==> src/rtl/debug_seq.sv <==
// rtl/debug_seq.sv - debug request sequencer fanning register, mode and multi-step commands out to cpu cores
// One request is in flight at a time; every output is a register loaded from next-state values.
module debug_seq #(
  parameter int CORES      = 8,
  parameter int LOG_CORES  = 3,
  parameter int DATA_WIDTH = 16,
  parameter int STEP_WIDTH = 8
) (
  input  logic                             clk,
  input  logic                             rst,
  input  logic                             req_valid,
  output logic                             req_ready,
  input  logic [LOG_CORES-1:0]             req_sel,
  input  logic                             req_bcast,
  input  logic [4:0]                       req_addr,
  input  logic                             req_we,
  input  logic [DATA_WIDTH-1:0]            req_wdata,
  output logic                             resp_valid,
  output logic [DATA_WIDTH-1:0]            resp_rdata,
  input  logic [CORES-1:0]                 reg_stopped,
  input  logic [CORES*DATA_WIDTH-1:0]      reg_rdata,
  output logic [CORES*2-1:0]               cpu_mode,
  output logic [CORES*4-1:0]               reg_sel,
  output logic [CORES-1:0]                 reg_we,
  output logic [CORES*DATA_WIDTH-1:0]      reg_wdata
);

  typedef enum logic [2:0] {IDLE, ACCESS, CMD, STEP, WAIT, RESP} state_t;

  localparam logic [4:0] ADDR_MODE = 5'b10000;
  localparam logic [4:0] ADDR_STEP = 5'b10001;

  state_t r_state;
  state_t w_state_n;

  logic [LOG_CORES-1:0]        r_sel;
  logic                        r_bcast;
  logic [4:0]                  r_addr;
  logic                        r_we;
  logic [DATA_WIDTH-1:0]       r_wdata;
  logic [STEP_WIDTH-1:0]       r_count;
  logic [STEP_WIDTH-1:0]       w_count_n;

  logic                        r_req_ready;
  logic                        r_resp_valid;
  logic [DATA_WIDTH-1:0]       r_resp_rdata;
  logic [CORES*2-1:0]          r_cpu_mode;
  logic [CORES*4-1:0]          r_reg_sel;
  logic [CORES-1:0]            r_reg_we;
  logic [CORES*DATA_WIDTH-1:0] r_reg_wdata;

  logic                        w_acc;
  logic [LOG_CORES-1:0]        w_sel_n;
  logic                        w_bcast_n;
  logic [4:0]                  w_addr_n;
  logic                        w_we_n;
  logic [DATA_WIDTH-1:0]       w_wdata_n;
  logic [CORES-1:0]            w_tgt;
  logic [CORES-1:0]            w_tgt_n;
  logic                        w_multi;
  logic                        w_all_stopped;
  logic [DATA_WIDTH-1:0]       w_rdata_sel;
  logic                        w_stop_sel;
  logic [DATA_WIDTH-1:0]       w_rdata_n;
  logic [CORES*2-1:0]          w_cpu_mode_n;
  logic [CORES*4-1:0]          w_reg_sel_n;
  logic [CORES-1:0]            w_reg_we_n;
  logic [CORES*DATA_WIDTH-1:0] w_reg_wdata_n;

  // Broadcast only applies to writes; a select beyond CORES matches no core.
  function automatic logic [CORES-1:0] targets(input logic [LOG_CORES-1:0] sel,
                                               input logic bcast, input logic we);
    logic [CORES-1:0] t;
    t = '0;
    for (int c = 0; c < CORES; c++) begin
      t[c] = (bcast && we) || (sel == LOG_CORES'(c));
    end
    return t;
  endfunction

  assign w_acc     = req_valid && r_req_ready;
  assign w_sel_n   = w_acc ? req_sel   : r_sel;
  assign w_bcast_n = w_acc ? req_bcast : r_bcast;
  assign w_addr_n  = w_acc ? req_addr  : r_addr;
  assign w_we_n    = w_acc ? req_we    : r_we;
  assign w_wdata_n = w_acc ? req_wdata : r_wdata;

  assign w_tgt         = targets(r_sel, r_bcast, r_we);
  assign w_tgt_n       = targets(w_sel_n, w_bcast_n, w_we_n);
  assign w_multi       = r_we && (r_addr == ADDR_STEP);
  assign w_all_stopped = ((reg_stopped & w_tgt) == w_tgt);

  always_ff @(posedge clk or posedge rst) begin
    if (rst) begin
      r_state <= IDLE;
    end else begin
      r_state <= w_state_n;
    end
  end

  always_comb begin
    w_state_n = r_state;
    case (r_state)
      IDLE:    if (w_acc) w_state_n = req_addr[4] ? CMD : ACCESS;
      ACCESS:  w_state_n = RESP;
      CMD:     w_state_n = (w_multi && (r_count != '0) && (w_tgt != '0)) ? STEP : RESP;
      STEP:    w_state_n = WAIT;
      WAIT:    if (w_all_stopped) w_state_n = (r_count == STEP_WIDTH'(1)) ? RESP : STEP;
      RESP:    w_state_n = IDLE;
      default: w_state_n = IDLE;
    endcase
  end

  always_comb begin
    w_count_n = r_count;
    if (w_acc && req_we && (req_addr == ADDR_STEP)) begin
      w_count_n = req_wdata[STEP_WIDTH-1:0];
    end else if ((r_state == WAIT) && w_all_stopped) begin
      w_count_n = r_count - STEP_WIDTH'(1);
    end
  end

  always_ff @(posedge clk or posedge rst) begin
    if (rst) begin
      r_sel   <= '0;
      r_bcast <= 1'b0;
      r_addr  <= '0;
      r_we    <= 1'b0;
      r_wdata <= '0;
      r_count <= '0;
    end else begin
      r_count <= w_count_n;
      if (w_acc) begin
        r_sel   <= req_sel;
        r_bcast <= req_bcast;
        r_addr  <= req_addr;
        r_we    <= req_we;
        r_wdata <= req_wdata;
      end
    end
  end

  always_comb begin
    w_rdata_sel = '0;
    w_stop_sel  = 1'b0;
    for (int c = 0; c < CORES; c++) begin
      if (r_sel == LOG_CORES'(c)) begin
        w_rdata_sel = reg_rdata[c*DATA_WIDTH +: DATA_WIDTH];
        w_stop_sel  = reg_stopped[c];
      end
    end
  end

  // Read data is captured on the edge that leaves ACCESS or CMD; writes keep the last value.
  always_comb begin
    w_rdata_n = r_resp_rdata;
    if (!r_we && (r_state == ACCESS)) begin
      w_rdata_n = w_rdata_sel;
    end else if (!r_we && (r_state == CMD)) begin
      w_rdata_n = '0;
      if (w_tgt != '0) begin
        if (r_addr == ADDR_MODE)      w_rdata_n = DATA_WIDTH'(w_stop_sel);
        else if (r_addr == ADDR_STEP) w_rdata_n = DATA_WIDTH'(reg_stopped);
      end
    end
  end

  always_comb begin
    w_cpu_mode_n  = '0;
    w_reg_sel_n   = '0;
    w_reg_we_n    = '0;
    w_reg_wdata_n = '0;
    for (int c = 0; c < CORES; c++) begin
      if (w_tgt_n[c]) begin
        if (w_state_n == ACCESS) begin
          w_reg_sel_n[c*4 +: 4] = w_addr_n[3:0];
          w_reg_we_n[c]         = w_we_n;
          if (w_we_n) w_reg_wdata_n[c*DATA_WIDTH +: DATA_WIDTH] = w_wdata_n;
        end
        if ((w_state_n == CMD) && w_we_n && (w_addr_n == ADDR_MODE)) begin
          w_cpu_mode_n[c*2 +: 2] = w_wdata_n[1:0];
        end
        if (w_state_n == STEP) begin
          w_cpu_mode_n[c*2 +: 2] = 2'b11;
        end
      end
    end
  end

  always_ff @(posedge clk or posedge rst) begin
    if (rst) begin
      r_req_ready  <= 1'b0;
      r_resp_valid <= 1'b0;
      r_resp_rdata <= '0;
      r_cpu_mode   <= '0;
      r_reg_sel    <= '0;
      r_reg_we     <= '0;
      r_reg_wdata  <= '0;
    end else begin
      r_req_ready  <= (w_state_n == IDLE);
      r_resp_valid <= (w_state_n == RESP);
      r_resp_rdata <= w_rdata_n;
      r_cpu_mode   <= w_cpu_mode_n;
      r_reg_sel    <= w_reg_sel_n;
      r_reg_we     <= w_reg_we_n;
      r_reg_wdata  <= w_reg_wdata_n;
    end
  end

  assign req_ready  = r_req_ready;
  assign resp_valid = r_resp_valid;
  assign resp_rdata = r_resp_rdata;
  assign cpu_mode   = r_cpu_mode;
  assign reg_sel    = r_reg_sel;
  assign reg_we     = r_reg_we;
  assign reg_wdata  = r_reg_wdata;

endmodule

==> config.mk <==
export PLATFORM = sky130hd
export DESIGN_NAME = debug_seq
export DESIGN_NICKNAME = d
export VERILOG_FILES = /design/src/rtl/debug_seq.sv
export SDC_FILE = /design/constraint.sdc
export NUM_CORES = 1
export LEC_CHECK = 0
export BUFFER_PORTS_ARGS = -buffer_cell sky130_fd_sc_hd__buf_2
export CORE_MARGIN = 5
export CORE_UTILIZATION = 49
export DETAILED_ROUTE_END_ITERATION = 10
export PLACE_DENSITY = 0.8
export RECOVER_POWER = 50
export SYNTH_ARGS = -nofsm -noshare
export SYNTH_HDL_FRONTEND = slang
export SYNTH_SLANG_ARGS = --single-unit
==> constraint.sdc <==
create_clock -name clk -period 13.2 [get_ports clk]
set_input_delay 3.96 -clock clk [delete_from_list [all_inputs] [get_ports clk]]
set_output_delay 3.96 -clock clk [all_outputs]
set_load 0.01 [all_outputs]
-- Word-level counts from Yosys, hierarchy flattened
Index checks and enable logic that the tools add are counted.
- bits in registers: 239
- latch bits: 0
- bits in writable memories: 0
- ROM bits: 0
- input bits: 165
- output and inout bits: 202
- logic and storage cells: 154
- memories kept: 0
- add/subtract/negate cells: 1
- $mul: 0
- divide/modulo/power cells: 0
- $lt $le $gt $ge: 0
- equal/unequal tests: 28
- shift-type cells: 0
- multiplexer cells: 72
- bitwise operators: 1
- reductions and logical operators: 38
- operators with widths (kind ; number):
    2-to-1 mux 16 bit ; 21
    2-to-1 mux 8 bit ; 5
    2-to-1 mux 4 bit ; 9
    == test 3 bit, second input constant ; 10
    == test 3 x 2 -> 1 bit, second input constant ; 8
    2-to-1 mux 2 bit ; 11
    == test 5 bit, second input constant ; 4
    2-to-1 mux 1 bit ; 19
    logical OR 1 bit ; 16
    nonzero test 8 bit ; 2
    2-to-1 mux 3 bit ; 5
    one-hot mux 3 bit (5 select lines) ; 1
    logical AND 1 bit ; 13
    == test 3 x 1 -> 1 bit, second input constant ; 4
    zero test 3 bit ; 4
    bitwise AND 8 bit ; 1
    == test 8 x 1 -> 1 bit, second input constant ; 1
    == test 8 bit ; 1
    subtractor 8 x 1 -> 8 bit, second input constant ; 1
    2-to-1 mux 5 bit ; 1
    nonzero test 2 bit ; 2
    zero test 1 bit ; 1

-- Logic depth before layout (Yosys ltp)
- depth in word-level cells: 13
- mapped depth: 9

-- Least setup slack after synthesis
OpenSTA, ideal clock, no wires.
- kind: input port to flip-flop
- start: input req_valid
- end: register r_cpu_mode[10] (netlist: cpu_mode[10])
- arrival time: 5655 ps
- required time: 13063 ps
- path slack: 7408 ps
- cell stages on the path: 7
- cells stage by stage: and2_1 buf_2 buf_1 mux2i_1 nor2_1 a211oi_2 nor2_1
- longest elaborated chain between the ends: 9
- RTL lines (item ; line ; text):
    start, declared ; 11 ; input logic req_valid,
    logical AND 1 bit (*) ; 81 ; assign w_acc = req_valid && r_req_ready;
    2-to-1 mux 3 bit ; 104 ; IDLE: if (w_acc) w_state_n = req_addr[4] ? CMD : ACCESS;
    one-hot mux 3 bit (5 select lines) ; 103 ; case (r_state)
    == test 3 x 2 -> 1 bit ; 180 ; if ((w_state_n == CMD) && w_we_n && (w_addr_n == ADDR_MODE)) begin
    logical AND 1 bit (2 in series) ; 180 ;
    2-to-1 mux 2 bit ; 180 ;
    2-to-1 mux 2 bit ; 183 ; if (w_state_n == STEP) begin
    2-to-1 mux 2 bit (*) ; 174 ; if (w_tgt_n[c]) begin
    named net w_cpu_mode_n[10] ; 65 ; logic [CORES*2-1:0] w_cpu_mode_n;
    end signal, assigned ; 203 ; r_cpu_mode <= w_cpu_mode_n;
    end, declared ; 47 ; logic [CORES*2-1:0] r_cpu_mode;
The timed path passes the listed nets; every way through them passes the cells marked *.
A chain may end at the register's enable or synchronous reset.

==> results.md <==
- Status: finished with violations
- Failing checks: max-capacitance violations, max-slew violations
- Yosys warns: 0
- Metal3 WL: about 2400 µm
- Io pins: roughly 370
- Commonest non-fill, non-tap cell in the layout: dfrtp_1
- Final period util: 0.561
- Initial drt markers: ~340
- Net Sw Power: 809 µW
- Number of fill cells: 1540
- Vias in the first global route: 7847
- Via count: 7396
- Post-DP HPWL: 20400 µm
- Arrival time at the worst endpoint: 7.89 ns
- Crit end category: asynchronous set/reset pin
- Fmax: 135 MHz
- Final Non-Filler Cells: 1407
- CP cell instances: buf_2, clkinvlp_2, buf_4
- Die height: 148 µm
- Final Util: 0.632
- Total Wirelength: about 28000 µm
- Post-route cell area: 11800 µm²
- Post-synth top area cell: dfrtp_1
- Combinational Power Share: 0.313
- Top sig layer: met5
- Worst-path clk slew: 0.06 ns
- Slew Limit Fails: 146
- Crit path max fanout: 110
- Syn_area_per_cell: roughly 12 µm²
- Synth top area share: 0.643
- Final Hold Violating Endpoints: 0
- CORE AREA: around 19000 µm²
- Crit path from: rst
- Final WS setup: 5.80 ns
- Top_reg_cell synth: dfrtp_1
- Initial core utilization: 0.497
- Gpl congestion: 0.844
- Routed wire per std cell: 19.9 µm
- Largest net degree at the start of global routing: 111
- Netlist Area Pre-Place: 9300 µm²
- Post-synth EDFFs: 0
- Via/cell ratio: 5.26
- Least-Margin Pin Slew: 4.75 ns
- Area of the multi-input gates: 2990 µm²
- Synth async-reset ratio: 1.00
- Reg2reg path depth: 5
- Max-cap violations: 2
- Synth top area cells: dfrtp_1 64%, nor2_1 8.0%, mux4_2 6.3%, mux2i_1 3.0%, nand2_1 2.7%
- Most frequent cells in the layout: 238 x dfrtp_1, 203 x clkbuf_1, 199 x nor2_1, 168 x buf_2, 66 x nand2_1
- Clock Latency Late Sink: 0.51 ns
- TritonCTS Buffers: 24
- Pre-CTS WS: 6.69 ns
- Storage element area: 5980 µm²
- Total congestion overflow: 0
- Root Driver: clkbuf_16
- Layout cells sized above 1: 0.218
- CP max stage cell: clkinvlp_2
- Worst endpoint required time: 13.69 ns
- HP Start: resp_rdata[12]$_DFFE_PP0P_
- Clock skew: 0.0142 ns
- Seq/Total Area, Yosys: 0.643
- Die Wd: 148 µm
- Post CTS Setup Buffer Count: 0
- Final #Nets: around 1.3k
- CTS Sinks: 239
- DRC viols: 0
- Gr usage total: 0.255
- Initial antenna violation count: 4
- Post-DRT Antenna Nets: 0
- RSZ-0062 raised after global routing: false
- Pwr per Cell Area: 194 nW/µm²
- Rel. slew slack: -2.19
- Hold path cells: 2
- Post-cts hold buffer count: 0
- M1 wire length: 10200 µm
- CP startpoint kind: input pin
- I/O Buffers: 366
- Worst R2R Start: req_ready$_DFF_PP0_
- Post-layout minimum cycle time: 7.40 ns
- Netlist cell types: 51
- Row cnt: 50
- Leakage: between 0.005 and 0.006 µW
- Peak VDD IR: roughly 0.13 mV
- Clock network power share: 0.290
- Final setup fails: 0
- DIE AREA: 21800 µm²
- Synth Instances: 802
- Post-CTS Resized: 0
- Hold Crit Class: reg2reg
- Area after DPL: 11300 µm²
- P_int: approximately 1500 µW
- DR pass1 iterations: 4
- Sequential share of power: 0.397
- Post-Syn Nets: between 900 and 1k
- Syn-to-layout area delta: 27.1%
- CP peak stage delay: 2.63 ns
- First-pass GRT wire length: between 40000 and 50000 µm
- Clock Tree Buf Depth: 3
- H-tree level count: 1
- Met2 routed WL: 14400 µm
- Post-route setup TNS: 0 ns
- Dpl cells: 1362
- Sw frac: 0.352
- CP Class: in2async
- CTS tree: built
- Seq cells post-synth: 239
==> area by class of cell <==
| type | instances | share of cell area |
|---|---|---|
| diodes | 3 | 0.000635 |
| repair buffers | 371 | 0.137 |
| multi-input cells | 482 | 0.253 |
| inverters | 36 | 0.0115 |
| well taps | 234 | 0.0248 |
| flip-flops and latches | 239 | 0.506 |
| clock inverters | 7 | 0.00593 |
| clock buffers | 35 | 0.0604 |
==> flip-flops by register name, summed over array words and instances, names as in the netlist <==
signal	count
r_count	8
r_wdata	16
r_state	3
reg_wdata	128
r_addr	5
resp_rdata	16
cpu_mode	16
r_we	1
r_bcast	1
req_ready	1
resp_valid	1
reg_sel	32
reg_we	8
r_sel	3
==> cells in the mapped netlist, types with 2 or more instances <==
| cell type | instances |
|---|---|
| nor2_1 | 199 |
| ha_1 | 3 |
| nand2_1 | 66 |
| a31oi_1 | 10 |
| a211oi_2 | 2 |
| inv_1 | 36 |
| mux4_2 | 26 |
| clkbuf_1 | 33 |
| o211ai_1 | 5 |
| o21a_1 | 7 |
| mux2i_1 | 28 |
| nor4b_1 | 3 |
| dfrtp_1 | 239 |
| nand3_1 | 6 |
| nor2b_1 | 5 |
| a21oi_1 | 24 |
| mux2_2 | 4 |
| o22ai_1 | 3 |
| buf_1 | 4 |
| and4b_1 | 2 |
| and3_1 | 6 |
| or3_1 | 3 |
| nand2b_1 | 2 |
| buf_6 | 2 |
| a22o_1 | 2 |
| o31ai_1 | 9 |
| buf_2 | 6 |
| nand4_1 | 5 |
| nand3b_1 | 2 |
| nor3_1 | 4 |
| nor4_1 | 2 |
| a211oi_1 | 2 |
| or4_1 | 5 |
| a221o_1 | 2 |
| and2_1 | 2 |
| or2_2 | 8 |
| o21ai_0 | 21 |
==> critical path: cells and delay by family <==
family,cells,cell delay [ns]
buffers and inverters,3,3.80
==> stage by stage <==
stage / hold slack, ns / total power, µW
final: 0.475 / 2300
after global routing: 0.516 / 2440
after CTS: 0.474 / 2320
after detailed placement: 0.462 / 1650
after global placement: 0.458 / 1630
after floorplan: 0.446 / 1410
==> worst paths after layout <==
| kind | end | slack, ns |
|---|---|---|
| min reg2reg | resp_rdata[12]$_DFFE_PP0P_ | 0.47 |
| max | r_wdata[13]$_DFF_PP0_ | 5.80 |
| max in group clk | reg_wdata[87]$_DFF_PP0_ | 5.90 |
| min in group asynchronous | resp_rdata[8]$_DFFE_PP0P_ | 4.91 |
| min | resp_rdata[12]$_DFFE_PP0P_ | 0.47 |
| max reg2reg | reg_wdata[87]$_DFF_PP0_ | 9.13 |
==> power by group through the flow <==
stage | Combinational [µW] | Sequential (µW) | Clock [µW]
finish | 719 | 913 | 665
global route | 799 | 929 | 710
CTS | 732 | 911 | 677
detailed placement | 727 | 923 | 0
global placement | 713 | 918 | 0
floorplan | 504 | 910 | 0
==> cell families after synthesis <==
group,synth area share
and+or+nand+nor,0.152
xor gates and xnor gates,0.000942
muxes,0.101
AOI/OAI and AO/OA,0.0638
DFF,0.643
buffers and inverters,0.0351
adders and majority gates,0.00404
==> metal layers <==
metal  up-vias  GRT usage
li1       3392          -
met2       320      0.442
met5         -          0
met1      3623      0.306
met3        59     0.0720
met4         2     0.0885
(Power assumes the default switching activity.)
